`src/rtl/fifo_pkg.sv`:
```
// Shared definitions for the parametrised single-clock FIFO.
//   clog2      : ceiling log2 used to size pointers and the occupancy counter
//   cnt_w      : counter width able to hold 0..n_cells
//   ptr_w      : pointer width able to address 0..n_cells-1
//   params_ok  : legality of the FIFO parameter set, checked at elaboration
//   fifo_flags_t : registered status flags derived from the occupancy count
package fifo_pkg;

  function automatic int clog2(input int n);
    int r;
    int v;
    r = 0;
    v = n - 1;
    while (v > 0) begin
      r++;
      v = v >> 1;
    end
    return r;
  endfunction

  function automatic int cnt_w(input int n_cells);
    return clog2(n_cells + 1);
  endfunction

  function automatic int ptr_w(input int n_cells);
    return (clog2(n_cells) < 1) ? 1 : clog2(n_cells);
  endfunction

  function automatic bit params_ok(input int n_bits, input int n_cells,
                                   input int af_margin, input int ae_margin);
    return (n_bits >= 1) && (n_cells >= 2) &&
           (af_margin >= 0) && (af_margin < n_cells) &&
           (ae_margin >= 0) && (ae_margin < n_cells);
  endfunction

  typedef struct packed {
    logic full;
    logic empty;
    logic almost_full;
    logic almost_empty;
  } fifo_flags_t;

  localparam fifo_flags_t FLAGS_RST = '{full: 1'b0, empty: 1'b1,
                                        almost_full: 1'b0, almost_empty: 1'b1};

endpackage

```
`src/rtl/fifo_sync_param_if.sv`:
```
// Put/get handshake bundle of the single-clock FIFO.
//   master : the producer/consumer side (drives requests, flush, clr_err)
//   slave  : the FIFO side (drives read data, status flags and error flags)
interface fifo_sync_param_if #(
  parameter int N_BITS = 32,
  parameter int CNT_W  = 5
);
  logic              req_put;
  logic [N_BITS-1:0] data_put;
  logic              req_get;
  logic [N_BITS-1:0] data_get;
  logic              valid_get;
  logic              full_out;
  logic              empty_out;
  logic              almost_full;
  logic              almost_empty;
  logic [CNT_W-1:0]  count;
  logic              flush;
  logic              clr_err;
  logic              overflow;
  logic              underflow;

  modport master (
    output req_put, data_put, req_get, flush, clr_err,
    input  data_get, valid_get, full_out, empty_out, almost_full,
           almost_empty, count, overflow, underflow
  );

  modport slave (
    input  req_put, data_put, req_get, flush, clr_err,
    output data_get, valid_get, full_out, empty_out, almost_full,
           almost_empty, count, overflow, underflow
  );
endinterface

```
`src/rtl/fifo_ram.sv`:
```
// Storage array of the FIFO: N_CELLS x N_BITS, one write port and one
// registered read port.
//   clk, reset : clock and synchronous active-high reset (read register only)
//   we_i/waddr_i/wdata_i : write enable, address, data
//   re_i/raddr_i         : read enable and address; rdata_o updates on the edge
//   rdata_o              : registered read data, holds when re_i is low
module fifo_ram #(
  parameter int N_BITS  = 32,
  parameter int N_CELLS = 16,
  parameter int PTR_W   = 4
) (
  input  logic              clk,
  input  logic              reset,
  input  logic              we_i,
  input  logic [PTR_W-1:0]  waddr_i,
  input  logic [N_BITS-1:0] wdata_i,
  input  logic              re_i,
  input  logic [PTR_W-1:0]  raddr_i,
  output logic [N_BITS-1:0] rdata_o
);

  logic [N_BITS-1:0] mem_q [N_CELLS];
  logic [N_BITS-1:0] rdata_q;

  // NOTE: the array has no reset; stale contents are never visible because
  // the pointers and count gate every read, and a reset would block RAM mapping.
  always_ff @(posedge clk) begin
    if (we_i) mem_q[waddr_i] <= wdata_i;
  end

  always_ff @(posedge clk) begin
    if (reset)     rdata_q <= '0;
    else if (re_i) rdata_q <= mem_q[raddr_i];
  end

  assign rdata_o = rdata_q;

endmodule

```
`src/rtl/fifo_sync_param.sv`:
```
// Parametrised single-clock FIFO with occupancy count, almost-full/empty
// flags, synchronous flush and sticky overflow/underflow flags.
//   clk, reset : clock and synchronous active-high reset
//   bus        : slave side of fifo_sync_param_if (requests in, data/flags out)
// A get accepted on edge N is read from the array on edge N+1, so data_get and
// valid_get present that word after edge N+1. All outputs are registered.
module fifo_sync_param
  import fifo_pkg::*;
#(
  parameter int N_BITS    = 32,
  parameter int N_CELLS   = 16,
  parameter int AF_MARGIN = 2,
  parameter int AE_MARGIN = 2
) (
  input  logic               clk,
  input  logic               reset,
  fifo_sync_param_if.slave   bus
);

  localparam int CNT_W = cnt_w(N_CELLS);
  localparam int PTR_W = ptr_w(N_CELLS);
  localparam logic [CNT_W-1:0] CNT_FULL = CNT_W'(N_CELLS);
  localparam logic [CNT_W-1:0] AF_LVL   = CNT_W'(N_CELLS - AF_MARGIN);
  localparam logic [CNT_W-1:0] AE_LVL   = CNT_W'(AE_MARGIN);
  localparam logic [PTR_W-1:0] PTR_LAST = PTR_W'(N_CELLS - 1);

  if (!params_ok(N_BITS, N_CELLS, AF_MARGIN, AE_MARGIN)) begin : g_bad_params
    $error("fifo_sync_param: illegal N_BITS/N_CELLS/AF_MARGIN/AE_MARGIN");
  end

  // Depth need not be a power of two, so wrap explicitly at the last cell.
  function automatic logic [PTR_W-1:0] inc_ptr(input logic [PTR_W-1:0] p);
    return (p == PTR_LAST) ? '0 : p + PTR_W'(1);
  endfunction

  logic [PTR_W-1:0] wp_q, wp_d, rp_q, rp_d, rd_addr_q, rd_addr_d;
  logic [CNT_W-1:0] cnt_q, cnt_d;
  fifo_flags_t      flags_q, flags_d;
  logic             ovf_q, ovf_d, unf_q, unf_d;
  logic             rd_pend_q, rd_pend_d, valid_q, valid_d;
  logic             put_ok, get_ok;
  logic [N_BITS-1:0] rd_data;

  // Acceptance looks only at registered flags: no full/empty bypass.
  assign put_ok = bus.req_put & ~flags_q.full;
  assign get_ok = bus.req_get & ~flags_q.empty;

  // NOTE: every always_comb output gets its hold value first, so no branch
  // can leave one unassigned and infer a latch.
  always_comb begin
    wp_d      = wp_q;
    rp_d      = rp_q;
    cnt_d     = cnt_q;
    rd_addr_d = rp_q;
    rd_pend_d = get_ok;
    valid_d   = rd_pend_q;
    // Set wins over clear; flush leaves the error flags alone.
    ovf_d = (bus.req_put & flags_q.full)  | (ovf_q & ~bus.clr_err);
    unf_d = (bus.req_get & flags_q.empty) | (unf_q & ~bus.clr_err);

    if (bus.flush) begin
      wp_d      = '0;
      rp_d      = '0;
      cnt_d     = '0;
      rd_pend_d = 1'b0;
      valid_d   = 1'b0;
    end else begin
      if (put_ok) wp_d = inc_ptr(wp_q);
      if (get_ok) rp_d = inc_ptr(rp_q);
      case ({put_ok, get_ok})
        2'b10:   cnt_d = cnt_q + CNT_W'(1);
        2'b01:   cnt_d = cnt_q - CNT_W'(1);
        default: cnt_d = cnt_q;
      endcase
    end

    // Flags come from the next count so they are exact right after the edge.
    flags_d.full         = (cnt_d == CNT_FULL);
    flags_d.empty        = (cnt_d == '0);
    flags_d.almost_full  = (cnt_d >= AF_LVL);
    flags_d.almost_empty = (cnt_d <= AE_LVL);
  end

  // NOTE: state registers use non-blocking assignment so every register
  // samples pre-edge values regardless of block ordering.
  always_ff @(posedge clk) begin
    if (reset) begin
      wp_q      <= '0;
      rp_q      <= '0;
      rd_addr_q <= '0;
      cnt_q     <= '0;
      flags_q   <= FLAGS_RST;
      ovf_q     <= 1'b0;
      unf_q     <= 1'b0;
      rd_pend_q <= 1'b0;
      valid_q   <= 1'b0;
    end else begin
      wp_q      <= wp_d;
      rp_q      <= rp_d;
      rd_addr_q <= rd_addr_d;
      cnt_q     <= cnt_d;
      flags_q   <= flags_d;
      ovf_q     <= ovf_d;
      unf_q     <= unf_d;
      rd_pend_q <= rd_pend_d;
      valid_q   <= valid_d;
    end
  end

  fifo_ram #(
    .N_BITS  (N_BITS),
    .N_CELLS (N_CELLS),
    .PTR_W   (PTR_W)
  ) u_ram (
    .clk     (clk),
    .reset   (reset),
    .we_i    (put_ok & ~bus.flush),
    .waddr_i (wp_q),
    .wdata_i (bus.data_put),
    .re_i    (rd_pend_q & ~bus.flush),
    .raddr_i (rd_addr_q),
    .rdata_o (rd_data)
  );

  assign bus.data_get     = rd_data;
  assign bus.valid_get    = valid_q;
  assign bus.count        = cnt_q;
  assign bus.full_out     = flags_q.full;
  assign bus.empty_out    = flags_q.empty;
  assign bus.almost_full  = flags_q.almost_full;
  assign bus.almost_empty = flags_q.almost_empty;
  assign bus.overflow     = ovf_q;
  assign bus.underflow    = unf_q;

endmodule

```
`src/flat_wrapper.sv`:
```
// flat-port wrapper written by rule: the top's interface ports become plain ports
module fifo_sync_param_flat import fifo_pkg::*;
#(
  parameter int N_BITS    = 32,
  parameter int N_CELLS   = 16,
  parameter int AF_MARGIN = 2,
  parameter int AE_MARGIN = 2
)
  (clk, reset, bus_req_put, bus_data_put, bus_req_get, bus_flush, bus_clr_err, bus_data_get, bus_valid_get, bus_full_out, bus_empty_out, bus_almost_full, bus_almost_empty, bus_count, bus_overflow, bus_underflow);
  fifo_sync_param_if #(.N_BITS(N_BITS), .CNT_W((cnt_w(16)))) bus_i ();
  input  logic clk;
  input  logic reset;
  input wire logic [$bits(bus_i.req_put)-1:0] bus_req_put;
  input wire logic [$bits(bus_i.data_put)-1:0] bus_data_put;
  input wire logic [$bits(bus_i.req_get)-1:0] bus_req_get;
  input wire logic [$bits(bus_i.flush)-1:0] bus_flush;
  input wire logic [$bits(bus_i.clr_err)-1:0] bus_clr_err;
  output wire logic [$bits(bus_i.data_get)-1:0] bus_data_get;
  output wire logic [$bits(bus_i.valid_get)-1:0] bus_valid_get;
  output wire logic [$bits(bus_i.full_out)-1:0] bus_full_out;
  output wire logic [$bits(bus_i.empty_out)-1:0] bus_empty_out;
  output wire logic [$bits(bus_i.almost_full)-1:0] bus_almost_full;
  output wire logic [$bits(bus_i.almost_empty)-1:0] bus_almost_empty;
  output wire logic [$bits(bus_i.count)-1:0] bus_count;
  output wire logic [$bits(bus_i.overflow)-1:0] bus_overflow;
  output wire logic [$bits(bus_i.underflow)-1:0] bus_underflow;
  assign bus_i.req_put = bus_req_put;
  assign bus_i.data_put = bus_data_put;
  assign bus_i.req_get = bus_req_get;
  assign bus_i.flush = bus_flush;
  assign bus_i.clr_err = bus_clr_err;
  assign bus_data_get = bus_i.data_get;
  assign bus_valid_get = bus_i.valid_get;
  assign bus_full_out = bus_i.full_out;
  assign bus_empty_out = bus_i.empty_out;
  assign bus_almost_full = bus_i.almost_full;
  assign bus_almost_empty = bus_i.almost_empty;
  assign bus_count = bus_i.count;
  assign bus_overflow = bus_i.overflow;
  assign bus_underflow = bus_i.underflow;
  fifo_sync_param #(.N_BITS(N_BITS), .N_CELLS(N_CELLS), .AF_MARGIN(AF_MARGIN), .AE_MARGIN(AE_MARGIN)) u_core (.clk(clk), .reset(reset), .bus(bus_i));
endmodule
```
`config.mk`:
```
export PLATFORM = sky130hd
export DESIGN_NAME = fifo_sync_param_flat
export DESIGN_NICKNAME = d
export VERILOG_FILES = /design/src/rtl/fifo_pkg.sv /design/src/rtl/fifo_sync_param_if.sv /design/src/rtl/fifo_ram.sv /design/src/rtl/fifo_sync_param.sv /design/src/flat_wrapper.sv
export SDC_FILE = /design/constraint.sdc
export NUM_CORES = 1
export LEC_CHECK = 0
export ABC_AREA = 0
export CORE_UTILIZATION = 60
export DETAILED_ROUTE_END_ITERATION = 16
export PLACE_DENSITY_LB_ADDON = 0.3
export SKIP_LAST_GASP = 1
export SLEW_MARGIN = 15
export SYNTH_ARGS = -nofsm -noshare
export SYNTH_HDL_FRONTEND = slang
export SYNTH_SLANG_ARGS = --single-unit
```
`constraint.sdc`:
```
create_clock -name clk -period 6.7 [get_ports clk]
set_input_delay 2.01 -clock clk [delete_from_list [all_inputs] [get_ports clk]]
set_output_delay 2.01 -clock clk [all_outputs]
set_load 0.02 [all_outputs]
```
==> run_summary.xml, run 1 <==
<?xml version="1.0" encoding="UTF-8"?>
<metrics>
  <group name="yosys">
    <metric name="syn-mean-instance-area" unit="um2">23.0</metric>
    <metric name="number_of_enable_type_register_cells_in_the_synthesized_netlist" unit="">512</metric>
    <metric name="synth-async-reset-ratio" unit="%">0</metric>
    <metric name="post_synth_num_cell_types" unit="">48</metric>
    <metric name="synth-xor-area-share" unit="%">0.203</metric>
    <metric name="syn_nets" unit="">984</metric>
    <metric name="synth_compound_gate_area_share" unit="%">2.42</metric>
    <metric name="synth_top_flop_cell" unit="">sky130_fd_sc_hd__edfxtp_1</metric>
    <metric name="yosysSeqAreaShare" unit="%">76.5</metric>
    <metric name="synth.area.mux_share" unit="%">17.4</metric>
    <metric name="synth_area" unit="um2">21600</metric>
    <metric name="number_of_register_bits_inferred_by_synthesis" unit="">569</metric>
    <metric name="yosys_warnings" unit="">0</metric>
    <metric name="share_of_synthesized_cell_area_in_full_adder_half_adder_and_majority_cells" unit="%">0.405</metric>
    <metric name="synth-simple-area-share" unit="%">1.55</metric>
    <metric name="largest_family_of_logic_cells_by_synthesized_area" unit="">multiplexers</metric>
    <metric name="syn-instance-count" unit="">939</metric>
  </group>
  <group name="clock_tree">
    <metric name="worstSkewPairLatency" unit="ns">0.60</metric>
    <metric name="post_cts.repair.setup_buffers" unit="">0</metric>
    <metric name="holdBufCountCts" unit="">0</metric>
    <metric name="root_buffer" unit="">sky130_fd_sc_hd__clkbuf_16</metric>
    <metric name="tritoncts_clock_tree" unit="">built</metric>
    <metric name="ctsHtreeMaxLevel" unit="">2</metric>
    <metric name="cts_made_buffers" unit="">54</metric>
    <metric name="cts.path.max_buffers" unit="">3</metric>
    <metric name="path_clk_slew" unit="ns">0.06</metric>
    <metric name="post_cts_resized" unit="">0</metric>
    <metric name="cts_num_sinks" unit="">569</metric>
  </group>
  <group name="cells_and_area">
    <metric name="layout.cell_area.non_filler" unit="um2">24800</metric>
    <metric name="final_net_count" unit="">1090</metric>
    <metric name="post-route-util" unit="%">69.9</metric>
    <metric name="antenna_cells" unit="">0</metric>
    <metric name="drive_gt1_share" unit="%">21.8</metric>
    <metric name="fillers" unit="">2041</metric>
    <metric name="area.growth.synth_to_final" unit="%">14.9</metric>
  </group>
  <group name="setup_path">
    <metric name="critical_path.startpoint_type" unit="">input port</metric>
    <metric name="required" unit="ns">6.90</metric>
    <metric name="critical_path.max_stage_delay" unit="ns">0.95</metric>
    <metric name="reg2reg_setup_slack" unit="ns">3.82</metric>
    <metric name="crit_chain" unit="">clkdlybuf4s50_1 &gt; nor2b_1 &gt; inv_2 &gt; nor2_1 &gt; nand2_1 &gt; nor2_4</metric>
    <metric name="crit_path_top_delay_cell" unit="">sky130_fd_sc_hd__nor2_4</metric>
    <metric name="critical_path_class" unit="">in -&gt; reg</metric>
    <metric name="crit_path_end_kind" unit="">flop</metric>
    <metric name="worst-path-max-fanout" unit="">32</metric>
    <metric name="critPathArrivalTime" unit="ns">4.70</metric>
  </group>
  <group name="hold_path">
    <metric name="hold_path.class" unit="">reg -&gt; reg</metric>
  </group>
  <group name="drt">
    <metric name="detail_route.vias_per_cell" unit="">6.48</metric>
    <metric name="avgRoutedWirePerCell" unit="um">28.2</metric>
    <metric name="post-route-drc-count" unit="">0</metric>
    <metric name="drtIter0Drc" unit="">871</metric>
    <metric name="via_count" unit="">10000</metric>
    <metric name="detail_route.wirelength" unit="um">43800</metric>
    <metric name="final_antenna_net_count" unit="">0</metric>
    <metric name="drt_first_pass_iters" unit="">5</metric>
  </group>
  <group name="die">
    <metric name="design.core.area" unit="um2">35500</metric>
    <metric name="starting_utilization_of_the_core_area" unit="%">60.9</metric>
    <metric name="dieArea" unit="um2">36800</metric>
    <metric name="std_cell_rows" unit="">69</metric>
    <metric name="io_pins" unit="">82</metric>
    <metric name="floorplan.die.height" unit="um">192</metric>
    <metric name="floorplan.die.width" unit="um">192</metric>
  </group>
  <group name="placement">
    <metric name="place_congestion" unit="">0.792</metric>
    <metric name="io_buffers" unit="">81</metric>
    <metric name="placement.cell_area" unit="um2">22900</metric>
    <metric name="preCtsSetupSlack" unit="ns">1.51</metric>
    <metric name="half_perimeter_wire_length_after_placement" unit="um">22400</metric>
  </group>
  <group name="global_route">
    <metric name="global_route_congestion_overflow_total" unit="">0</metric>
    <metric name="grt_pass1_wl" unit="um">64500</metric>
    <metric name="grt_antenna_before_repair" unit="">0</metric>
    <metric name="grt_pass1_vias" unit="">10300</metric>
    <metric name="overall_global_routing_resource_usage" unit="%">24.5</metric>
    <metric name="grt_start_max_net_pins" unit="">129</metric>
  </group>
  <group name="pwr">
    <metric name="power_leakage" unit="nW">7.65</metric>
    <metric name="vdd_ir_drop_max" unit="mV">0.237</metric>
    <metric name="total_power" unit="mW">7.02</metric>
    <metric name="power_per_cell_area" unit="nW/um2">283</metric>
  </group>
  <group name="timing">
    <metric name="max-slew-margin-rel" unit="%">21.5</metric>
    <metric name="setup-violations-final" unit="">0</metric>
    <metric name="timing.final.max_slew_violations" unit="">0</metric>
    <metric name="grt_setup_unrepaired" unit="">no</metric>
    <metric name="post-route-period-util" unit="%">67.1</metric>
    <metric name="achievable-frequency" unit="MHz">222</metric>
    <metric name="fin_ws" unit="ns">2.20</metric>
    <metric name="timing_worst_slew_pin_value" unit="ns">1.17</metric>
    <metric name="fin_worst_skew" unit="ns">0.0227</metric>
    <metric name="layout_min_cycle_time" unit="ns">4.50</metric>
    <metric name="count_of_endpoints_failing_hold_in_the_final_timing_report" unit="">0</metric>
    <metric name="totalNegativeSetupSlack" unit="ns">0</metric>
  </group>
  <group name="outcome">
    <metric name="outcome" unit="">completed</metric>
  </group>
  <group name="run">
    <metric name="maxCapViolCount" unit="">0</metric>
  </group>
</metrics>
-- layer usage --
layer / vias to the layer above / GRT usage, % / routed length [um]
met3: 76 / 4.59 / 2560
met4: 0 / 7.20 / 969
li1: 4234 / - / -
met1: 5329 / 34.2 / 18100
met2: 401 / 40.0 / 22200
met5: - / 0 / 0
-- cells in the final DEF (no fill, tap or decap), types with 4 or more instances in the layout --
cell	netlist	final
sky130_fd_sc_hd__nand2_1	16	16
sky130_fd_sc_hd__clkdlybuf4s50_1	0	81
sky130_fd_sc_hd__buf_4	1	12
sky130_fd_sc_hd__inv_1	7	7
sky130_fd_sc_hd__edfxtp_1	512	512
sky130_fd_sc_hd__clkinv_2	0	6
sky130_fd_sc_hd__a22o_1	32	32
sky130_fd_sc_hd__mux4_2	120	120
sky130_fd_sc_hd__clkbuf_1	28	17
sky130_fd_sc_hd__nor3_2	0	4
sky130_fd_sc_hd__nor2_4	0	12
sky130_fd_sc_hd__clkinv_1	0	10
sky130_fd_sc_hd__xor2_1	4	4
sky130_fd_sc_hd__buf_16	0	4
sky130_fd_sc_hd__bufinv_16	0	5
sky130_fd_sc_hd__nor2_1	27	15
sky130_fd_sc_hd__dfxtp_1	57	53
sky130_fd_sc_hd__nor2b_1	5	5
sky130_fd_sc_hd__clkbuf_16	0	55
sky130_fd_sc_hd__mux4_1	40	40
sky130_fd_sc_hd__a21oi_1	12	11
sky130_fd_sc_hd__ha_1	7	7
-- kinds of logic after synthesis --
kind of cell               count (synthesis)
and+or+nand+nor                           71
buffers and inverters                     59
adders and majority gates                  7
DFF                                      569
xor gates and xnor gates                   5
muxes                                    161
AOI/OAI and AO/OA                         67
-- power breakdown --
group / switching, mW / leakage (nW) / internal, mW
Combinational: 0.0910 / 1.74 / 0.0530
Sequential: 0.00630 / 5.07 / 3.88
Clock: 1.26 / 0.834 / 1.73
-- worst max-delay path: cells and delay by family --
family                 cells  cell delay (ns)
buffers and inverters      2             0.67
and+or+nand+nor            4             2.01
-- metrics by stage --
| step | instances | hold slack [ns] |
|---|---|---|
| after global routing | 1550 | 0.494 |
| final | 1550 | 0.478 |
| after global placement | 1444 | 0.460 |
| after CTS | 1544 | 0.482 |
| after detailed placement | 1444 | 0.460 |
| after floorplan | 939 | 0.462 |
-- registers in the layout, indices dropped and copies added, names as in the netlist --
register and count:
u_core.bus.almost_empty 1, u_core.bus.almost_full 1, u_core.bus.count 5, u_core.bus.empty_out 1, u_core.bus.full_out 1, u_core.bus.overflow 1
u_core.bus.underflow 1, u_core.bus.valid_get 1, u_core.rd_addr_d 4, u_core.rd_addr_q 4, u_core.rd_pend_q 1, u_core.u_ram.mem_q 512
u_core.u_ram.rdata_o 32, u_core.wp_q 4
-- synth_stat cells (3+ instances only) --
cell type	instances	area share, %
sky130_fd_sc_hd__nor2b_1	5	0.14
sky130_fd_sc_hd__nand2b_1	3	0.087
sky130_fd_sc_hd__nor2_1	27	0.47
sky130_fd_sc_hd__clkbuf_1	28	0.49
sky130_fd_sc_hd__a21oi_1	12	0.28
sky130_fd_sc_hd__edfxtp_1	512	71
sky130_fd_sc_hd__inv_1	7	0.12
sky130_fd_sc_hd__nor3_1	7	0.16
sky130_fd_sc_hd__xor2_1	4	0.16
sky130_fd_sc_hd__nand2_1	16	0.28
sky130_fd_sc_hd__mux4_1	40	4.9
sky130_fd_sc_hd__buf_6	12	0.63
sky130_fd_sc_hd__buf_1	5	0.087
sky130_fd_sc_hd__a22o_1	32	1.3
sky130_fd_sc_hd__dfxtp_1	57	5.3
sky130_fd_sc_hd__ha_1	7	0.41
sky130_fd_sc_hd__a22oi_1	3	0.10
sky130_fd_sc_hd__mux4_2	120	13
sky130_fd_sc_hd__o21ai_0	3	0.069
-- final timing paths --
path / startpoint / depth (start not counted) / end
worst min register to register: u_core.u_ram.rdata_o[20] / 1 / u_core.u_ram.rdata_o[20]
worst max-delay path: bus_req_put / 6 / u_core.u_ram.mem_q[11][13]
worst min-delay path: u_core.u_ram.rdata_o[20] / 1 / u_core.u_ram.rdata_o[20]
worst max register to register: u_core.bus.full_out / 5 / u_core.u_ram.mem_q[11][13]
-- final cells by class --
type | instances | area [um2] | area share [%]
Sequential cell | 569 | 16500 | 66.6
Multi-Input combinational cell | 311 | 4870 | 19.6
Clock buffer | 75 | 1480 | 5.97
Timing Repair Buffer | 100 | 1070 | 4.32
Tap cell | 461 | 577 | 2.32
Clock inverter | 25 | 249 | 1.00
Inverter | 9 | 33.8 | 0.136
Note: power is estimated with default switching activity, not from simulation.
==> run 2: changes to the inputs <==
- clock period: 6.7 -> 4.4 ns (I/O delays scaled with it)
==> run_summary.xml, run 2 (synthesis gave the netlist of run 1 again) <==
<?xml version="1.0" encoding="UTF-8"?>
<metrics>
  <group name="timing">
    <metric name="totalNegativeSetupSlack" unit="ns">0</metric>
    <metric name="grt_setup_unrepaired" unit="">no</metric>
    <metric name="post-route-period-util" unit="%">79.3</metric>
    <metric name="timing.final.max_slew_violations" unit="">0</metric>
    <metric name="achievable-frequency" unit="MHz">287</metric>
    <metric name="setup-violations-final" unit="">0</metric>
    <metric name="fin_worst_skew" unit="ns">0.0115</metric>
    <metric name="count_of_endpoints_failing_hold_in_the_final_timing_report" unit="">0</metric>
    <metric name="layout_min_cycle_time" unit="ns">3.49</metric>
    <metric name="worst_hold_slack" unit="ns">0.479</metric>
    <metric name="max-slew-margin-rel" unit="%">31.7</metric>
    <metric name="timing_worst_slew_pin_value" unit="ns">1.02</metric>
  </group>
  <group name="setup_path">
    <metric name="crit_chain" unit="">clkdlybuf4s50_1 &gt; nand2b_1 &gt; inv_2 &gt; nand2_1 &gt; xnor2_1 &gt; ha_1 &gt; a21o_1 &gt; and3_1 &gt; or4_1 &gt; and2_1 &gt; a41o_1</metric>
    <metric name="critical_path.startpoint_type" unit="">input port</metric>
    <metric name="critPathTopFamily" unit="">simple AND/OR/NAND/NOR gates</metric>
    <metric name="crit_path_top_delay_cell" unit="">sky130_fd_sc_hd__clkdlybuf4s50_1</metric>
    <metric name="critPathArrivalTime" unit="ns">3.97</metric>
    <metric name="critPathBufInv" unit="">2</metric>
    <metric name="worst-path-max-fanout" unit="">9</metric>
    <metric name="crit_path_end_kind" unit="">flop</metric>
    <metric name="critical_path.max_stage_delay" unit="ns">0.51</metric>
    <metric name="required" unit="ns">4.88</metric>
    <metric name="critical_path_class" unit="">in -&gt; reg</metric>
  </group>
  <group name="run">
    <metric name="maxCapViolCount" unit="">0</metric>
  </group>
  <group name="cells_and_area">
    <metric name="registers.top_by_ff_count" unit="">u_core.u_ram.mem_q</metric>
    <metric name="antenna_cells" unit="">0</metric>
    <metric name="mostFrequentLayoutCells" unit="">sky130_fd_sc_hd__edfxtp_1 (512), sky130_fd_sc_hd__mux4_2 (120), sky130_fd_sc_hd__clkdlybuf4s50_1 (81)</metric>
    <metric name="layout.cell_area.non_filler" unit="um2">25000</metric>
    <metric name="drive_gt1_share" unit="%">22.7</metric>
    <metric name="area.growth.synth_to_final" unit="%">15.8</metric>
    <metric name="final_net_count" unit="">1102</metric>
    <metric name="final_common_cell" unit="">sky130_fd_sc_hd__edfxtp_1</metric>
    <metric name="layout.cells.non_filler" unit="">1560</metric>
    <metric name="flip_flop_count_of_the_largest_register_all_copies_and_words_added" unit="">512</metric>
  </group>
  <group name="die">
    <metric name="starting_utilization_of_the_core_area" unit="%">60.9</metric>
    <metric name="design.core.area" unit="um2">35500</metric>
    <metric name="dieArea" unit="um2">36800</metric>
    <metric name="io_pins" unit="">82</metric>
    <metric name="floorplan.die.width" unit="um">192</metric>
    <metric name="std_cell_rows" unit="">69</metric>
    <metric name="floorplan.die.height" unit="um">192</metric>
  </group>
  <group name="placement">
    <metric name="placement.cell_area" unit="um2">23200</metric>
    <metric name="place_congestion" unit="">0.797</metric>
    <metric name="cell_count_after_placement" unit="">1462</metric>
    <metric name="io_buffers" unit="">81</metric>
    <metric name="half_perimeter_wire_length_after_placement" unit="um">23300</metric>
  </group>
  <group name="drt">
    <metric name="detail_route.vias_per_cell" unit="">6.35</metric>
    <metric name="final_antenna_net_count" unit="">0</metric>
    <metric name="avgRoutedWirePerCell" unit="um">26.8</metric>
    <metric name="via_count" unit="">9909</metric>
    <metric name="detail_route.wirelength" unit="um">41800</metric>
    <metric name="drt_first_pass_iters" unit="">5</metric>
    <metric name="drtIter0Drc" unit="">973</metric>
    <metric name="post-route-drc-count" unit="">0</metric>
  </group>
  <group name="clock_tree">
    <metric name="path_clk_slew" unit="ns">0.06</metric>
    <metric name="root_buffer" unit="">sky130_fd_sc_hd__clkbuf_16</metric>
    <metric name="ctsHtreeMaxLevel" unit="">2</metric>
    <metric name="post_cts_resized" unit="">0</metric>
    <metric name="worstSkewPairLatency" unit="ns">0.58</metric>
    <metric name="cts.path.max_buffers" unit="">3</metric>
    <metric name="tritoncts_clock_tree" unit="">built</metric>
    <metric name="holdBufCountCts" unit="">0</metric>
    <metric name="cts_made_buffers" unit="">54</metric>
    <metric name="cts_num_sinks" unit="">569</metric>
    <metric name="post_cts.repair.setup_buffers" unit="">0</metric>
  </group>
  <group name="pwr">
    <metric name="power_leakage" unit="nW">7.72</metric>
    <metric name="vdd_ir_drop_max" unit="mV">0.397</metric>
    <metric name="total_power" unit="mW">10.7</metric>
    <metric name="power_per_cell_area" unit="nW/um2">429</metric>
  </group>
  <group name="global_route">
    <metric name="grt_pass1_wl" unit="um">63100</metric>
    <metric name="grt_antenna_before_repair" unit="">0</metric>
    <metric name="overall_global_routing_resource_usage" unit="%">23.9</metric>
    <metric name="global_route_congestion_overflow_total" unit="">0</metric>
    <metric name="grt_start_max_net_pins" unit="">60</metric>
    <metric name="grt_pass1_vias" unit="">10300</metric>
  </group>
  <group name="hold_path">
    <metric name="hold_path.class" unit="">reg -&gt; reg</metric>
  </group>
  <group name="outcome">
    <metric name="outcome" unit="">completed</metric>
  </group>
</metrics>
run 2: through the flow:
step / worst slack [ns] / util [%]
floorplan: 0.613 / -
global placement: 0.418 / 65.5
detailed placement: 0.353 / 65.5
CTS: 0.969 / 70.5
global route: 0.772 / 70.5
finish: 0.912 / 70.5
run 2: metal layers:
metal	vias to the layer above	part of all wire [%]	wire length (um)	GRT usage, %
met5	-	0	0	0
met4	0	1.9	811	7.08
li1	4259	-	-	-
met3	52	5.9	2490	3.67
met1	5249	41	17000	33.1
met2	349	51	21500	39.7
run 2: worst paths after layout:
check | cells after the start | start | endpoint | slack (ns)
min reg2reg | 1 | u_core.u_ram.rdata_o[0] | u_core.u_ram.rdata_o[0] | 0.48
min | 1 | u_core.u_ram.rdata_o[0] | u_core.u_ram.rdata_o[0] | 0.48
max reg2reg | 4 | u_core.rd_addr_q[0] | u_core.u_ram.rdata_o[4] | 1.64
max | 11 | bus_req_get | u_core.bus.empty_out | 0.91
run 2: area by class of cell:
type / count / area [um2]
sequential: 569 / 16500
fill: 2046 / 10500
multi-input combinational: 311 / 4900
clock buffer: 81 / 1590
timing repair buffer: 112 / 1210
tap: 461 / 577
clock inverter: 17 / 180
inverter: 9 / 33.8
run 2: where the power goes:
| part | switching, mW | internal [mW] | total [mW] |
|---|---|---|---|
| sequential | 0.0106 | 5.91 | 5.92 |
| combinational | 0.135 | 0.0855 | 0.221 |
| clock | 1.89 | 2.71 | 4.60 |
| total | 2.03 | 8.70 | 10.7 |
run 2: worst register-to-register path, stage by stage (launching register included):
cell and delay [ns]:
sky130_fd_sc_hd__dfxtp_4 0.78, sky130_fd_sc_hd__buf_4 0.44, sky130_fd_sc_hd__mux4_1 0.66, sky130_fd_sc_hd__mux4_2 0.55, sky130_fd_sc_hd__a22o_1 0.20
==> run 3: changes to the inputs <==
- CORE_UTILIZATION: 60 -> 55
- clock period: 4.4 -> 3.2 ns (I/O delays scaled with it)
==> run_summary.xml, run 3 (synthesis gave the netlist of run 1 again) <==
<?xml version="1.0" encoding="UTF-8"?>
<metrics>
  <group name="timing">
    <metric name="grt_setup_unrepaired" unit="">no</metric>
    <metric name="timing_worst_slew_pin_value" unit="ns">0.652</metric>
    <metric name="post-route-period-util" unit="%">89.5</metric>
    <metric name="fin_worst_skew" unit="ns">0.0162</metric>
    <metric name="timing.final.max_slew_violations" unit="">0</metric>
    <metric name="max-slew-margin-rel" unit="%">56.5</metric>
    <metric name="count_of_endpoints_failing_hold_in_the_final_timing_report" unit="">0</metric>
    <metric name="setup-violations-final" unit="">0</metric>
    <metric name="layout_min_cycle_time" unit="ns">2.86</metric>
    <metric name="worst_hold_slack" unit="ns">0.476</metric>
    <metric name="achievable-frequency" unit="MHz">349</metric>
    <metric name="totalNegativeSetupSlack" unit="ns">0</metric>
    <metric name="fin_ws" unit="ns">0.335</metric>
  </group>
  <group name="clock_tree">
    <metric name="holdBufCountCts" unit="">0</metric>
    <metric name="tritoncts_clock_tree" unit="">built</metric>
    <metric name="cts_num_sinks" unit="">569</metric>
    <metric name="post_cts.repair.setup_buffers" unit="">0</metric>
    <metric name="path_clk_slew" unit="ns">0.06</metric>
    <metric name="post_cts_resized" unit="">0</metric>
    <metric name="ctsHtreeMaxLevel" unit="">2</metric>
    <metric name="worstSkewPairLatency" unit="ns">0.60</metric>
    <metric name="cts_made_buffers" unit="">56</metric>
    <metric name="cts.path.max_buffers" unit="">3</metric>
    <metric name="root_buffer" unit="">sky130_fd_sc_hd__clkbuf_16</metric>
  </group>
  <group name="setup_path">
    <metric name="crit_path_top_delay_cell" unit="">sky130_fd_sc_hd__clkdlybuf4s50_1</metric>
    <metric name="required" unit="ns">3.68</metric>
    <metric name="critical_path.max_stage_delay" unit="ns">0.47</metric>
    <metric name="critical_path.startpoint_type" unit="">input port</metric>
    <metric name="worst-path-max-fanout" unit="">3</metric>
    <metric name="crit_chain" unit="">clkdlybuf4s50_1 &gt; nor2b_1 &gt; inv_2 &gt; nand2_1 &gt; xnor2_1 &gt; ha_1 &gt; a21o_1 &gt; and3_1 &gt; or4_1 &gt; and2_1 &gt; a41o_1</metric>
    <metric name="crit_path_end_kind" unit="">flop</metric>
    <metric name="critical_path_class" unit="">in -&gt; reg</metric>
    <metric name="critPathArrivalTime" unit="ns">3.34</metric>
    <metric name="critPathBufInv" unit="">2</metric>
    <metric name="critPathTopFamily" unit="">simple AND/OR/NAND/NOR gates</metric>
  </group>
  <group name="placement">
    <metric name="io_buffers" unit="">81</metric>
    <metric name="preCtsSetupSlack" unit="ns">-0.218</metric>
    <metric name="half_perimeter_wire_length_after_placement" unit="um">25000</metric>
    <metric name="place_congestion" unit="">0.781</metric>
  </group>
  <group name="drt">
    <metric name="drt_first_pass_iters" unit="">4</metric>
    <metric name="via_count" unit="">10100</metric>
    <metric name="drtIter0Drc" unit="">848</metric>
    <metric name="final_antenna_net_count" unit="">0</metric>
    <metric name="post-route-drc-count" unit="">0</metric>
    <metric name="detail_route.vias_per_cell" unit="">6.08</metric>
    <metric name="detail_route.wirelength" unit="um">43900</metric>
    <metric name="avgRoutedWirePerCell" unit="um">26.5</metric>
  </group>
  <group name="cells_and_area">
    <metric name="antenna_cells" unit="">0</metric>
    <metric name="registers.top_by_ff_count" unit="">u_core.u_ram.mem_q</metric>
    <metric name="final_net_count" unit="">1136</metric>
    <metric name="mostFrequentLayoutCells" unit="">sky130_fd_sc_hd__edfxtp_1 (512), sky130_fd_sc_hd__mux4_2 (120), sky130_fd_sc_hd__clkdlybuf4s50_1 (81)</metric>
    <metric name="post-route-util" unit="%">66.1</metric>
    <metric name="flip_flop_count_of_the_largest_register_all_copies_and_words_added" unit="">512</metric>
    <metric name="area.growth.synth_to_final" unit="%">18.5</metric>
    <metric name="final_common_cell" unit="">sky130_fd_sc_hd__edfxtp_1</metric>
    <metric name="drive_gt1_share" unit="%">25.9</metric>
  </group>
  <group name="pwr">
    <metric name="power_leakage" unit="nW">7.97</metric>
    <metric name="total_power" unit="mW">15.0</metric>
    <metric name="vdd_ir_drop_max" unit="mV">0.495</metric>
    <metric name="power_per_cell_area" unit="nW/um2">586</metric>
  </group>
  <group name="global_route">
    <metric name="grt_pass1_vias" unit="">10400</metric>
    <metric name="overall_global_routing_resource_usage" unit="%">22.6</metric>
    <metric name="global_route_congestion_overflow_total" unit="">0</metric>
    <metric name="grt_pass1_wl" unit="um">66100</metric>
    <metric name="grt_start_max_net_pins" unit="">70</metric>
    <metric name="grt_antenna_before_repair" unit="">1</metric>
  </group>
  <group name="die">
    <metric name="dieArea" unit="um2">40100</metric>
    <metric name="std_cell_rows" unit="">72</metric>
    <metric name="starting_utilization_of_the_core_area" unit="%">55.8</metric>
    <metric name="io_pins" unit="">82</metric>
    <metric name="floorplan.die.height" unit="um">200</metric>
    <metric name="floorplan.die.width" unit="um">200</metric>
    <metric name="design.core.area" unit="um2">38700</metric>
  </group>
  <group name="outcome">
    <metric name="outcome" unit="">completed</metric>
  </group>
  <group name="run">
    <metric name="maxCapViolCount" unit="">0</metric>
  </group>
  <group name="hold_path">
    <metric name="hold_path.class" unit="">reg -&gt; reg</metric>
  </group>
</metrics>
run 3: cell types whose count changed in the layout (fill, tap and decap cells not counted), moves of 2 or more:
cell	change
sky130_fd_sc_hd__buf_12	+15
sky130_fd_sc_hd__clkbuf_8	-3
sky130_fd_sc_hd__clkinv_4	+2
sky130_fd_sc_hd__clkinvlp_4	+4
sky130_fd_sc_hd__clkbuf_1	-11
sky130_fd_sc_hd__clkinv_1	+3
sky130_fd_sc_hd__bufinv_16	+3
sky130_fd_sc_hd__clkinv_2	+7
sky130_fd_sc_hd__buf_4	+17
run 3: final cells by class:
cell class | instances | area [um2]
clock buffer | 66 | 1480
fill | 2436 | 13100
sequential | 569 | 16500
tap | 518 | 648
inverter | 9 | 33.8
timing repair buffer | 144 | 1630
clock inverter | 38 | 389
multi-input combinational | 311 | 4900
run 3: per-layer routing:
metal | up-vias | wire length, um | track usage, % | share of wire [%]
li1 | 4350 | - | - | -
met1 | 5299 | 17800 | 30.8 | 41
met2 | 344 | 22600 | 37.7 | 51
met3 | 75 | 2590 | 3.89 | 5.9
met4 | 2 | 951 | 6.65 | 2.2
met5 | - | 11 | 0 | 0.025
run 3: per-stage QoR:
| stage | cell area [um2] | instances |
|---|---|---|
| final | 25600 | 1655 |
| after global routing | 25600 | 1655 |
| after CTS | 25600 | 1655 |
| after detailed placement | 23700 | 1551 |
| after global placement | 23700 | 1551 |
| after floorplan | 21600 | 939 |
run 3: worst paths after layout:
check	from	end	slack (ns)	cells after the start
min	u_core.u_ram.rdata_o[16]	u_core.u_ram.rdata_o[16]	0.48	1
max	bus_req_put	u_core.bus.almost_empty	0.34	11
max reg2reg	u_core.bus.empty_out	u_core.bus.almost_empty	0.82	10
min reg2reg	u_core.u_ram.rdata_o[16]	u_core.u_ram.rdata_o[16]	0.48	1
run 3: power breakdown:
group	leakage [nW]	switching (mW)	internal, mW
Combinational	1.99	0.183	0.124
Sequential	5.07	0.0135	8.12
Clock	0.902	2.71	3.87
Total	7.97	2.91	12.1
